`config.mk`:
```
export PLATFORM = sky130hd
export DESIGN_NAME = d2d_link_rx
export DESIGN_NICKNAME = d
export VERILOG_FILES = /design/src/rtl/d2d_link_rx.sv
export SDC_FILE = /design/constraint.sdc
export NUM_CORES = 1
export LEC_CHECK = 0
export CORE_ASPECT_RATIO = 0.5
export CORE_UTILIZATION = 52
export CTS_BUF_LIST = sky130_fd_sc_hd__clkbuf_8
export DETAILED_ROUTE_END_ITERATION = 12
export DONT_BUFFER_PORTS = 1
export GPL_TIMING_DRIVEN = 0
export HOLD_SLACK_MARGIN = 0.05
export PLACE_DENSITY = 0.71
export SETUP_SLACK_MARGIN = 0.05
export SYNTH_ARGS = -nofsm -noshare
export SYNTH_HDL_FRONTEND = slang
export SYNTH_SLANG_ARGS = --single-unit
```
`constraint.sdc`:
```
create_clock -name clk -period 3.2 [get_ports clk]
set_clock_uncertainty 0.1 [all_clocks]
set_input_delay 0.64 -clock clk [delete_from_list [all_inputs] [get_ports clk]]
set_output_delay 0.64 -clock clk [all_outputs]
set_load 0.01 [all_outputs]
```
`src/rtl/d2d_link_rx.sv`:
```
// d2d_link_rx: receive end of the die-to-die link.
// Reassembles byte-wide flits into {addr,data} packets and buffers them in a
// first-word-fall-through FIFO. Credits are returned to the link transmitter
// as buffer entries free up or as packets are discarded.
// Optional feature macro: D2D_RX_PARITY_EN adds a trailing XOR parity flit
// that is checked before a packet is committed.
module d2d_link_rx #(
  parameter int DATA_W = 32,
  parameter int ADDR_W = 16,
  parameter int DEPTH  = 4
) (
  input  logic              clk,
  input  logic              rst,
  input  logic              linkValid,
  input  logic              linkSof,
  input  logic [7:0]        linkData,
  output logic [1:0]        linkCreditRet,
  output logic [DATA_W-1:0] dstData,
  output logic [ADDR_W-1:0] dstAddr,
  output logic              dstValid,
  input  logic              dstReady,
  output logic [2:0]        errSticky
);

  localparam int ADDR_B = ADDR_W / 8;
  localparam int DATA_B = DATA_W / 8;
  localparam int NFLIT  = ADDR_B + DATA_B;
  localparam int PKT_W  = ADDR_W + DATA_W;
  localparam int CNT_W  = $clog2(NFLIT + 1);
  localparam int PTR_W  = $clog2(DEPTH);

  localparam logic [CNT_W-1:0] CNT_ONE  = CNT_W'(1);
  localparam logic [CNT_W-1:0] CNT_ADDR = CNT_W'(ADDR_B);
  localparam logic [CNT_W-1:0] CNT_LAST = CNT_W'(NFLIT);
  localparam logic [PTR_W:0]   CNT_FULL = (PTR_W + 1)'(DEPTH);

`ifdef D2D_RX_PARITY_EN
  typedef enum logic [2:0] {IDLE, ADDR, DATA, PAR, COMMIT} state_t;
`else
  typedef enum logic [2:0] {IDLE, ADDR, DATA, COMMIT} state_t;
`endif

  // state after the first flit of a packet has been taken
  localparam state_t FIRST_STATE = (ADDR_B > 1) ? ADDR : DATA;

  state_t           state, stateNext;
  logic [CNT_W-1:0] flitCnt, cntNext;
  logic             startPkt, shiftFlit, discard, framErr, parErr, commit;
  logic [PKT_W-1:0] asmPkt;

  logic [PKT_W-1:0] mem [DEPTH];
  logic [PTR_W-1:0] wrPtr, rdPtr;
  logic [PTR_W:0]   count;
  logic             full, doPop, doWrite, overflow;
  logic [PKT_W-1:0] headPkt;

`ifdef D2D_RX_PARITY_EN
  logic [7:0] parAcc;
`endif

  // Sum of per-cycle credit sources; at most two so it always fits in 2 bits
  function automatic logic [1:0] creditSum(input logic a, input logic b);
    return {1'b0, a} + {1'b0, b};
  endfunction

  // Assembly FSM state and flit counter
  always_ff @(posedge clk) begin
    if (rst) begin
      state   <= IDLE;
      flitCnt <= '0;
    end else begin
      state   <= stateNext;
      flitCnt <= cntNext;
    end
  end

  // Next-state decode: packet start, byte shifting, discard and error flags
  always_comb begin
    stateNext = state;
    cntNext   = flitCnt;
    startPkt  = 1'b0;
    shiftFlit = 1'b0;
    discard   = 1'b0;
    framErr   = 1'b0;
    parErr    = 1'b0;
    commit    = 1'b0;
    case (state)
      IDLE: begin
        if (linkValid) begin
          if (linkSof) startPkt = 1'b1;
          else         framErr  = 1'b1;
        end
      end
      ADDR, DATA: begin
        if (linkValid) begin
          if (linkSof) begin
            // a new packet aborts the one in flight; its buffer credit goes back
            startPkt = 1'b1;
            discard  = 1'b1;
            framErr  = 1'b1;
          end else begin
            shiftFlit = 1'b1;
          end
        end
      end
`ifdef D2D_RX_PARITY_EN
      PAR: begin
        if (linkValid) begin
          if (linkSof) begin
            startPkt = 1'b1;
            discard  = 1'b1;
            framErr  = 1'b1;
          end else if (linkData == parAcc) begin
            stateNext = COMMIT;
          end else begin
            discard   = 1'b1;
            parErr    = 1'b1;
            stateNext = IDLE;
            cntNext   = '0;
          end
        end
      end
`endif
      COMMIT: begin
        commit    = 1'b1;
        stateNext = IDLE;
        cntNext   = '0;
        if (linkValid) begin
          if (linkSof) startPkt = 1'b1;
          else         framErr  = 1'b1;
        end
      end
      default: begin
        stateNext = IDLE;
        cntNext   = '0;
      end
    endcase

    if (shiftFlit) begin
      cntNext = flitCnt + CNT_ONE;
      if (cntNext == CNT_LAST) begin
`ifdef D2D_RX_PARITY_EN
        stateNext = PAR;
`else
        stateNext = COMMIT;
`endif
      end else if (cntNext >= CNT_ADDR) begin
        stateNext = DATA;
      end else begin
        stateNext = ADDR;
      end
    end

    if (startPkt) begin
      cntNext   = CNT_ONE;
      stateNext = FIRST_STATE;
    end
  end

  // Packet assembly: MSB byte first, address bytes land in the upper bits
  always_ff @(posedge clk) begin
    if (startPkt)       asmPkt <= PKT_W'(linkData);
    else if (shiftFlit) asmPkt <= {asmPkt[PKT_W-9:0], linkData};
  end

`ifdef D2D_RX_PARITY_EN
  // Running XOR over address and data bytes for the trailing parity flit
  always_ff @(posedge clk) begin
    if (startPkt)       parAcc <= linkData;
    else if (shiftFlit) parAcc <= parAcc ^ linkData;
  end
`endif

  assign full     = (count == CNT_FULL);
  assign dstValid = (count != '0);
  assign doPop    = dstValid & dstReady;
  // a pop in the same cycle frees the slot, so a full FIFO can still accept
  assign doWrite  = commit & (~full | doPop);
  assign overflow = commit & full & ~doPop;
  assign headPkt  = mem[rdPtr];
  assign dstAddr  = dstValid ? headPkt[PKT_W-1 -: ADDR_W] : '0;
  assign dstData  = dstValid ? headPkt[DATA_W-1:0]        : '0;

  // Packet buffer storage
  always_ff @(posedge clk) begin
    if (doWrite) mem[wrPtr] <= asmPkt;
  end

  // FIFO pointers and occupancy
  always_ff @(posedge clk) begin
    if (rst) begin
      wrPtr <= '0;
      rdPtr <= '0;
      count <= '0;
    end else begin
      if (doWrite) wrPtr <= wrPtr + 1'b1;
      if (doPop)   rdPtr <= rdPtr + 1'b1;
      case ({doWrite, doPop})
        2'b10:   count <= count + 1'b1;
        2'b01:   count <= count - 1'b1;
        default: count <= count;
      endcase
    end
  end

  // Credit return and sticky error flags
  always_ff @(posedge clk) begin
    if (rst) begin
      linkCreditRet <= '0;
      errSticky     <= '0;
    end else begin
      linkCreditRet <= creditSum(doPop, discard);
      errSticky     <= errSticky | {overflow, framErr, parErr};
    end
  end

endmodule
```
* Word level (Yosys, flattened, before mapping) *
Memory sizes are Yosys's and may differ from the RTL's. A register that Yosys moved wholly into a read port is not among the register bits.
Index checks and enable logic that the tools add are counted.

cells by class
  $add $sub $neg = 6
  magnitude comparators = 1
  equality and inequality tests = 9
  mux-type cells = 25
  bitwise gates (word level) = 8
  reductions and logical operators = 9

operator list
  kind                                                                     number
  32-bit 2-to-1 mux                                                        1
  16-bit 2-to-1 mux                                                        1
  8-bit 2-to-1 mux                                                         2
  1-bit 2-to-1 mux                                                         12
  3-bit 2-to-1 mux                                                         3
  2-bit 2-to-1 mux                                                         4
  3-bit by 1-bit adder with 3-bit output, second input constant            2
  3-bit by 2-bit == test with 1-bit output, second input constant          2
  3-bit == test, second input constant                                     2
  3-bit case mux with 2 select lines                                       1
  2-bit OR reduction                                                       3
  2-bit by 1-bit adder with 2-bit output, second input constant            2
  1-bit bitwise AND                                                        4
  2-bit nonzero test                                                       2
  4-bit OR reduction                                                       1
  3-bit by 1-bit == test with 1-bit output, second input constant          1
  3-bit by 2-bit >= comparator with 1-bit output, second input constant    1
  3-bit zero test                                                          1
  3-bit by 1-bit inequality test with 1-bit output, second input constant  1
  3-bit bitwise OR                                                         1
  3-bit nonzero test                                                       1
  3-bit OR reduction                                                       1
  3-bit by 1-bit subtractor with 3-bit output, second input constant       1
  1-bit by 1-bit adder with 2-bit output                                   1
  other kinds (6)                                                          7

storage, ports and cells
  bits in registers = 66
  memory bits (writable) = 192
  input bits = 13
  word-level logic and storage cells = 70
  memories kept = 1

memories
  memory  depth  width  rd ports  clocked after memory_dff  wr ports  line  text
  mem     4      48     1         1                         1         51    logic [PKT_W-1:0] mem [DEPTH];

* Logic depth before layout (Yosys ltp) *
  depth after elaboration = 6
  mapped depth = 8
  gate-level depth less buffers = 7

* Worst setup path after synthesis *
Ideal clock, no wire load.

  kind = reg-to-reg
  start = register state[0]
  end = memory mem[0][0] in the netlist's numbering (enable)
  setup time = 411 ps
  arrival time = 2079 ps
  required time = 2689 ps
  slack = 610 ps
  stages on the path, launching flop included = 4
  path buffers = 1
  path through = dfxtp_1 -> ha_1 -> clkbuf_1 -> and3_1

between the ends
  word-level cells in the longest chain between the ends = 5

RTL lines
  element                                   line  text
  from (decl)                               46    state_t state, stateNext;
  from (signal assigned)                    72    state <= stateNext;
  3-bit by 2-bit == test with 1-bit output  87    case (state)
  1-bit 2-to-1 mux                          87
  1-bit bitwise AND                         178   assign doWrite = commit & (~full | doPop);
  1-bit 2-to-1 mux                          186   if (doWrite) mem[wrPtr] <= asmPkt;
  1-bit 2-to-1 mux (implied by the code)    186
  to (decl)                                 51

No other way between the ends.

==> flow_summary.json <==
{
  "syn_nets": 622,
  "p_leak_nw": 3.55,
  "finalSetupViolations": 0,
  "grt_first_pass_wirelength_mm": 28.3,
  "finalWirelength_mm": 18.3,
  "ir_drop_mv": 0.247,
  "max_freq_ghz": 0.337,
  "rows": 35,
  "cts_htree_levels": 2,
  "n_antenna_cell": 0,
  "ys.flop_type": "edfxtp_1",
  "fin_crit_sh_pct": 92.7,
  "cts_tree": "built",
  "final_antenna_net_count": 0,
  "grt_max_degree": 31,
  "grt_overflow_total": 0,
  "power_density_nw_per_um2": 568,
  "cts_buffer_depth": 3,
  "area_growth_syn_to_layout_pct": 11.7,
  "end_kind": "output pin",
  "final_cells": 929,
  "grt.total_usage_pct": 19.3,
  "slew_headroom_pct": 54.9,
  "final_cell_mix": "edfxtp_1 (200), nand2_1 (83), dfxtp_1 (58)",
  "layout_commonest_cell": "edfxtp_1",
  "clk_pin_slew_ns": 0.07,
  "syn_inst": 600,
  "antenna_found_initial": 0,
  "coreArea_um2": 18500,
  "cts_buffers": 36,
  "crit_fanout": 10,
  "whs_endpoint": "asmPkt[1]",
  "ys_seq_area_share_pct": 72.8,
  "drt_drc_violations_left": 2,
  "postCtsSetupBuffers": 0,
  "post-dp-hpwl_mm": 11.5,
  "ys_seq_elements": 258,
  "vias_per_cell": 5.42,
  "multi_input_area_um2": 2480,
  "fp.dieArea_um2": 19500,
  "fillers": 1385,
  "reg2reg_slack_ns": 0.72,
  "synth_area_um2": 9840,
  "port_buffers": 0,
  "syn_avg_cell_area_um2": 16.4,
  "tightest_slew_ns": 0.676,
  "reg2reg_depth": 8,
  "wl_per_cell_um": 19.7,
  "die_h_um": 99.3,
  "crit_type": "flip-flop to output pin",
  "rsz0062_at_grt": "no",
  "path_cells": "buf_2 > buf_6 > mux4_2 > and2_1",
  "hold_depth": 0,
  "holdWs_ns": 0.129,
  "layout.area.seq_um2": 7170,
  "violations": "design-rule violations",
  "drv_cap": 0,
  "vias": 5033,
  "clockRootBuffer": "clkbuf_8",
  "reg2reg_to": "count[1]",
  "grt_pass1_vias": 5079,
  "synth_edf_count": 200,
  "worstPathRequired_ns": 2.46,
  "outcome": "complete, but fails checks",
  "layout_min_cycle_time_ns": 2.97,
  "r2r-start": "state[0]",
  "clk-insertion-delay-late_ns": 0.51,
  "drt_iter0_markers": 364,
  "cp_slowest_cell": "mux4_2",
  "fin_util_pct": 59.5,
  "critPathArrivalTime_ns": 2.23,
  "start_util_pct": 53.3,
  "async_flop_share_pct": 0,
  "drt_first_pass_iters": 8,
  "min_from": "linkData[1]",
  "slowest_delay_ns": 0.52,
  "nets": 664,
  "final_max_slew_viol_count": 0,
  "ys_warn_count": 0,
  "place_congestion": 0.750,
  "hold_viol_final": 0,
  "ioPinCount": 67,
  "die_w_um": 197,
  "synthDistinctLibCells": 41,
  "cts_sinks": 258,
  "hold_buffers": 0,
  "place_inst": 863,
  "drive_gt1_share_pct": 18.4,
  "worstSetupStartpointType": "flip-flop",
  "min_path_type": "input port to flip-flop"
}
per-stage QoR:
step	worst slack (ns)	cell area [µm²]	setup TNS (ns)	power [mW]
2_1_floorplan	0.610	9840	0	3.75
4_1_cts	0.0715	11000	0	6.27
6_report	0.232	11000	0	6.24
3_5_place_dp	0.352	10300	0	3.79
5_1_grt	0.0622	11000	0	6.43
3_3_place_gp	-0.486	10200	-86.77	3.78
cell type report:
cell class	count	area share (%)
buffer	37	1.59
clock buffer	45	5.63
clock inverter	21	1.05
inverter	9	0.307
multi-input combinational	296	22.6
sequential	258	65.2
tap	259	2.95
timing repair buffer	4	0.728
layer usage:
layer	up-vias	share of wire (%)	global-route usage [%]
met4	0	1.1	3.76
met2	115	46	30.0
met5	-	0	0
li1	2331	-	-
met1	2566	47	28.2
met3	21	6.8	4.82
worst max path at each step:
| stage | to | depth (start not counted) |
|---|---|---|
| floorplan | mem[0][0] | 3 |
| global placement | mem[1][42] | 3 |
| detailed placement | dstData[12] | 5 |
| CTS | dstData[16] | 4 |
| global route | dstData[16] | 4 |
| finish | dstData[16] | 4 |
cell families after synthesis:
group           share of synthesized area, %
simple gates                            8.34
compound gates                          3.85
flops                                   72.8
buf+inv                                 2.08
xor+xnor                               0.534
other cells                           0.0381
mux                                     11.1
fa+ha+maj                               1.22
timing repair:
item | 4_1_cts | 5_1_grt
endpoints found under the hold margin | 0 | 0
gates resized for setup | 2 | 3
pin swaps | 0 | 0
endpoints found under the setup margin | 10 | 20
cloned | 0 | 0
state kept, by name, indices dropped and copies added, names as in the netlist, named ones only:
signal         count
asmPkt            48
wrPtr              2
errSticky          2
mem              192
count              3
flitCnt            3
state              2
rdPtr              2
linkCreditRet      2
where the power goes:
part,internal (mW),leakage [nW],switching (mW)
Clock,1.35,0.416,1.18
Combinational,0.0270,0.874,0.0526
Sequential,3.60,2.26,0.0318
critical path, delay by kind of cell (launching register included):
kind | cells | cell delay [ns]
buf+inv | 2 | 0.61
mux | 1 | 0.52
flops | 1 | 0.36
simple gates | 1 | 0.23
Yosys cell counts (all sizes together) (6+ instances only):
master	count	area share (%)
nor2	9	0.34
ha	8	1.0
nand3	6	0.31
buf	9	0.67
dfxtp	58	12
a21oi	47	2.4
inv	9	0.34
mux4	48	11
clkbuf	28	1.1
and2	49	3.1
nand2	83	3.2
edfxtp	200	61
Power figures use the tool's default switching activity.
